**src/rtl/popcount_pkg.sv**
```systemverilog
// Shared constants, count type and transmitter FSM states for the popcount24 family.
package popcount_pkg;

    localparam int POPCNT_N = 24;
    localparam int POPCNT_W = 5;

    typedef logic [POPCNT_W-1:0] cnt_t;

    typedef enum logic {
        IDLE = 1'b0,
        EMIT = 1'b1
    } tx_state_t;

endpackage

```
**src/rtl/popcount_unary_tx.sv**
```systemverilog
// Serializes a population count into an N_BITS-beat unary (thermometer) word,
// one bit per cycle on a valid/ready stream.
module popcount_unary_tx
    import popcount_pkg::*;
#(
    parameter int N_BITS      = POPCNT_N,
    parameter int CNT_W       = POPCNT_W,
    parameter bit ZEROS_FIRST = 1'b0
) (
    input  logic             clk,
    input  logic             rst,
    input  logic [CNT_W-1:0] cnt_i,
    input  logic             cnt_valid_i,
    output logic             cnt_ready_o,
    output logic             bit_o,
    output logic             bit_valid_o,
    input  logic             bit_ready_i,
    output logic             bit_last_o,
    output logic             sat_o,
    output logic [CNT_W-1:0] ones_sent_o
);

    localparam int               IDX_W    = $clog2(N_BITS);
    localparam logic [CNT_W-1:0] N_CNT    = CNT_W'(N_BITS);
    localparam logic [IDX_W-1:0] IDX_LAST = IDX_W'(N_BITS - 1);

    // Handshake: a count moves on cnt_valid_i & cnt_ready_o, a beat on
    // bit_valid_o & bit_ready_i; a raised bit_valid_o is held until taken.
    tx_state_t        state_q, state_d;
    logic [IDX_W-1:0] idx_q, idx_d;
    logic [CNT_W-1:0] cnt_lat_q, cnt_lat_d;
    logic [CNT_W-1:0] ones_q, ones_d;
    logic             sat_q, sat_d;

    logic             emit;
    logic             therm_bit;
    logic             in_sat;
    logic [CNT_W-1:0] idx_ext;

    always_ff @(posedge clk or posedge rst) begin
        if (rst) begin
            state_q   <= IDLE;
            idx_q     <= '0;
            cnt_lat_q <= '0;
            ones_q    <= '0;
            sat_q     <= 1'b0;
        end else begin
            state_q   <= state_d;
            idx_q     <= idx_d;
            cnt_lat_q <= cnt_lat_d;
            ones_q    <= ones_d;
            sat_q     <= sat_d;
        end
    end

    always_comb begin
        emit    = (state_q == EMIT);
        idx_ext = CNT_W'(idx_q);
        in_sat  = (cnt_i > N_CNT);

        // cnt_lat_q never exceeds N_CNT, so the subtraction cannot underflow.
        if (ZEROS_FIRST) begin
            therm_bit = (idx_ext >= (N_CNT - cnt_lat_q));
        end else begin
            therm_bit = (idx_ext < cnt_lat_q);
        end

        // Outputs depend on registered state only.
        cnt_ready_o = ~emit;
        bit_valid_o = emit;
        bit_o       = emit & therm_bit;
        bit_last_o  = emit & (idx_q == IDX_LAST);
        sat_o       = sat_q;
        ones_sent_o = ones_q;
    end

    always_comb begin
        state_d   = state_q;
        idx_d     = idx_q;
        cnt_lat_d = cnt_lat_q;
        ones_d    = ones_q;
        sat_d     = sat_q;

        case (state_q)
            IDLE: begin
                if (cnt_valid_i) begin
                    state_d   = EMIT;
                    idx_d     = '0;
                    ones_d    = '0;
                    sat_d     = in_sat;
                    cnt_lat_d = in_sat ? N_CNT : cnt_i;
                end
            end
            EMIT: begin
                if (bit_ready_i) begin
                    ones_d = ones_q + CNT_W'(therm_bit);
                    if (idx_q == IDX_LAST) begin
                        state_d = IDLE;
                    end else begin
                        idx_d = idx_q + IDX_W'(1);
                    end
                end
            end
            default: begin
                state_d = IDLE;
            end
        endcase
    end

endmodule

```
**config.mk**
```make
export PLATFORM = sky130hd
export DESIGN_NAME = popcount_unary_tx
export DESIGN_NICKNAME = d
export VERILOG_FILES = /design/src/rtl/popcount_pkg.sv /design/src/rtl/popcount_unary_tx.sv
export SDC_FILE = /design/constraint.sdc
export NUM_CORES = 1
export LEC_CHECK = 0
export ABC_AREA = 1
export CAP_MARGIN = 20
export CORE_ASPECT_RATIO = 0.8
export CORE_MARGIN = 4
export CORE_UTILIZATION = 35
export DETAILED_ROUTE_END_ITERATION = 16
export PLACE_DENSITY = 0.63
export SYNTH_ARGS = -nofsm -noshare
export SYNTH_HDL_FRONTEND = slang
export SYNTH_SLANG_ARGS = --single-unit
```
**constraint.sdc**
```tcl
create_clock -name clk -period 1.7 [get_ports clk]
set_input_delay 0.34 -clock clk [delete_from_list [all_inputs] [get_ports clk]]
set_output_delay 0.34 -clock clk [all_outputs]
set_load 0.05 [all_outputs]
```
# After elaboration in Yosys (flattened, before gate mapping)
# Index checks and enable logic that the tools add are counted.
# op_classes
add_sub_neg	2
n_reduce_logical	3
bitwise_logic	3
n_mux	11
n_lt_le_gt_ge	2
eq_ne	4
# op_table
cell	n
$mux W5	5
$pmux W5 S2	2
$ne A2 B2 Y1 const B	3
$add A5 B1 Y5	1
$add A5 B1 Y5 const B	1
$eq A5 B5 Y1 const B	1
$gt A5 B5 Y1 const B	1
$lt A5 B5 Y1	1
$reduce_and A2 Y1	2
$mux W1	3
$reduce_and A3 Y1	1
$and A1 B1 Y1	2
$pmux W1 S2	1
$not A1 Y1	1
# totals
reg_bits	17
in_bits	9
output_inout_bits	10
wordCells	30

# Depth between registers and ports, before layout
# depth
ltp_word	4
depth_mapped	13
mapped_depth_nobuf	13

# Worst setup path after synthesis
# No wires, ideal clock.
# synth_timing
kind	register to output
startpoint	register state_q, in the netlist bit_valid_o
endpoint	output bit_o
required_time_ns	1.360
path_slack_ns	-0.419
stages_incl_launch_ff	3
arrival_ns	1.779
path_cell_list	dfrtp_1 > inv_2 > nor2_1
# synth_via
elab_chain_cells	1
# synth_rtl
element	line_no	source
start, declared	popcount_unary_tx.sv:29	tx_state_t state_q, state_d;
start signal, assigned	popcount_unary_tx.sv:48	state_q <= state_d;
$and A1 B1 Y1	popcount_unary_tx.sv:71	bit_o = emit & therm_bit;
end, declared	popcount_unary_tx.sv:15	output logic bit_o,
# No other way between the ends.

# Final worst setup path
# layout_timing
startpoint	register idx_q[4], in the netlist idx_ext[4]
endpoint	output bit_o
# layout_via
elab_chain_cells	2
# layout_rtl
element	line_no	source
start, declared	popcount_unary_tx.sv:30	logic [IDX_W-1:0] idx_q, idx_d;
start signal, assigned	popcount_unary_tx.sv:49	idx_q <= idx_d;
$lt A5 B5 Y1	popcount_unary_tx.sv:65	therm_bit = (idx_ext < cnt_lat_q);
$and A1 B1 Y1	popcount_unary_tx.sv:71	
# No other way between the ends.

==> metrics.json <==
{
  "setup_path": {
    "timing.critical_path.fanout_max": 2,
    "critPathKind": "reg -> out",
    "crit_path_end_kind": "primary output",
    "cp.arrival_ns": 1.66,
    "worstPathRequired_ns": 1.36,
    "critPathLaunchType": "register"
  },
  "status": {
    "outcome": "finished, violations left",
    "violations": "negative setup slack"
  },
  "synth": {
    "synth_top_family_by_area": "simple AND/OR/NAND/NOR gates",
    "synth.distinct_cells": 20,
    "synth_xor_area_frac": 0,
    "synth_compound_area_frac": 0.107,
    "synth_largest_type_area_fraction": 0.433,
    "synth_top_area_cell": "dfrtp_1",
    "synthSimpleGateAreaFrac": 0.290,
    "portion_of_the_post_synthesis_area_used_by_sequential_elements": 0.433,
    "synth_area_per_cell_um2": 8.05,
    "post_synth_inst_count": 122,
    "synthAdderAreaFrac": 0.0892,
    "mappedNetlistArea_um2": 982,
    "syn_nets": 138,
    "synth_mux_area_frac": 0,
    "synth.top_cells.by_area": "dfrtp_1 (43%), nand2_1 (12%), ha_1 (8.9%), nand3_1 (6.6%), inv_1 (6.1%)",
    "synth-seq-cells": 17,
    "yosysWarningCount": 0
  },
  "cells_and_area": {
    "post_route_cells_drive_above_1_share": 0.365,
    "final_util": 0.571,
    "syn2layout_area_growth_pct": 49.0,
    "cell_count_final_fillers_out": 195,
    "nets": 176,
    "final_area_um2": 1460,
    "insertedDiodeCount": 0
  },
  "sta": {
    "fin_hold_ws_ns": 0.324,
    "count_of_final_setup_violators": 6,
    "fin_crit_ns": 2.00,
    "slew_viol_final": 0,
    "maxClockFrequency_mhz": 500,
    "worst_setup_skew_after_layout_ns": 0.00420,
    "maxSlewHeadroom": 0.832,
    "hold_viol": 0,
    "rsz0062_at_grt": "yes",
    "postLayoutSetupSlackWorst_ns": -0.301,
    "worst_pin_slew_ns": 0.252,
    "finalCritPeriodShare": 1.18
  },
  "clocking": {
    "cts_sinks": 17,
    "cts_root_buffer": "clkbuf_4",
    "cts_tree": "built",
    "postCtsHoldBufs": 0,
    "cts_buffer_count": 3,
    "clk_latency_ns": 0.30,
    "max-clock-path-buffers": 2,
    "worst_setup_hold_path_clk_slew_ns": 0.11,
    "htreeDepth": 1
  },
  "detailed_routing": {
    "antenna_left": 0,
    "routed_vias": 905,
    "drt-total-wl_um": 2300,
    "initialDrtViolationCount": 25,
    "drc_errors": 0,
    "drt-wirelength-per-cell_um": 11.8,
    "via_density_per_instance": 4.64,
    "drt-pass1-iter-count": 4
  },
  "die": {
    "cell_row_count": 16,
    "chipWidth_um": 67.2,
    "dieHeight_um": 55.4,
    "initial_core_util": 0.383,
    "design.die.area_um2": 3720,
    "ios": 19,
    "core_area_um2": 2560
  },
  "run": {
    "maxCapViolations": 0
  },
  "grt": {
    "antenna_found_initial": 0,
    "grt_pass1_wl_um": 4070,
    "vias_in_the_first_global_route": 925,
    "grt.overflow.total": 0,
    "grt_max_degree": 18,
    "grt.total_usage": 0.142
  },
  "place": {
    "post_dp_cell_area_um2": 1360,
    "dp_hpwl_um": 1760,
    "placement.io_buffers": 18,
    "place.gp.congestion": 0.784,
    "place.detailed.instances": 188
  },
  "pwr": {
    "static_leakage_nw": 0.737,
    "ir_worst_vdd_uv": 1080,
    "power_density_nw_per_um2": 1620
  },
  "hold_path": {
    "hold_path.class": "in -> async"
  }
}
cell usage after synthesis (all sizes together):
| cell type | number |
|---|---|
| a21o | 1 |
| nand3 | 13 |
| o21ai | 11 |
| ha | 7 |
| o22ai | 1 |
| nand2 | 35 |
| inv | 18 |
| buf | 1 |
| and3 | 1 |
| nor2 | 11 |
| nor3 | 2 |
| dfrtp | 17 |
| a22oi | 1 |
| or2 | 1 |
| a21oi | 2 |
kinds of logic (layout without fill, tap and decap cells):
| family | count (synthesis) | in the layout |
|---|---|---|
| AOI/OAI and AO/OA | 16 | 16 |
| adders and majority gates | 7 | 7 |
| buffers and inverters | 19 | 56 |
| DFF | 17 | 17 |
| and+or+nand+nor | 63 | 63 |
metrics by stage:
stage | total power, W | setup TNS (ns) | setup slack (ns)
after global placement | 0.00194 | -0.166 | -0.113
after floorplan | 0.00145 | -0.223 | -0.151
after detailed placement | 0.00199 | -0.335 | -0.220
final | 0.00237 | -0.781 | -0.301
after CTS | 0.00231 | -0.821 | -0.342
after global routing | 0.00257 | -1.54 | -0.416
power by group:
group / switching, W / total (W) / internal [W] / leakage, nW
clock network: 0.000144 / 0.000232 / 0.0000879 / 0.0177
logic: 0.000773 / 0.00145 / 0.000681 / 0.518
registers: 0.000132 / 0.000687 / 0.000555 / 0.201
final timing paths:
path | from | endpoint | slack, ns | depth (start not counted)
worst max register to register | idx_ext[4] | ones_sent_o[4] | -0.24 | 12
worst max-delay path | idx_ext[4] | bit_o | -0.30 | 8
min in group clk | sat_o | sat_o | 0.51 | 2
worst min register to register | sat_o | sat_o | 0.51 | 2
worst min-delay path | rst | ones_sent_o[1] | 0.32 | 3
max in group asynchronous | rst | idx_ext[2] | 1.18 | 3
flip-flops by register name, summed over array words and instances, names as in the netlist:
register	count
sat_o	1
idx_ext	5
cnt_lat_q	5
ones_sent_o	5
bit_valid_o	1
critical path: stages (launching register included):
cell	delay (ns)
dfrtp_1	0.42
ha_4	0.28
nand2_2	0.06
nor2_1	0.12
o21ai_0	0.10
nand2_1	0.10
buf_6	0.10
nor2_4	0.03
buf_12	0.14
cell type report:
| cell class | instances | area, um^2 |
|---|---|---|
| well taps | 36 | 45.0 |
| clock inverters | 1 | 5.00 |
| repair buffers | 34 | 342 |
| inverters | 18 | 67.6 |
| flip-flops and latches | 17 | 425 |
| clock buffers | 3 | 22.5 |
| fillers | 246 | 1100 |
| multi-input cells | 86 | 557 |
layer usage:
layer  track usage  vias up  share of wire
li1              -      468              -
met1         0.168      418           0.44
met2         0.245       15           0.50
met3        0.0446        4          0.043
met4        0.0347        0         0.0087
met5             0        -              0
what timing repair did:
action                     CTS  global route
setup endpoints to repair    6             7
pin swaps                    4             4
buffers inserted             2             1
resized for setup            4            10
cells in the final DEF (no fill, tap or decap), types with 2 or more instances in the layout:
master           Yosys  layout
buf_12               0       5
buf_4                0      20
clkbuf_4             0       3
clkdlybuf4s50_1      0       8
dfrtp_1             17      17
ha_2                 0       2
ha_4                 0       4
inv_1               16      11
inv_2                2       7
nand2_1             31      28
nand2_2              1       4
nand2_4              3       3
nand3_1             13      12
nor2_1              11      10
nor3_1               2       2
o21ai_0              5       5
o21ai_2              5       5
Power figures use the tool's default switching activity.
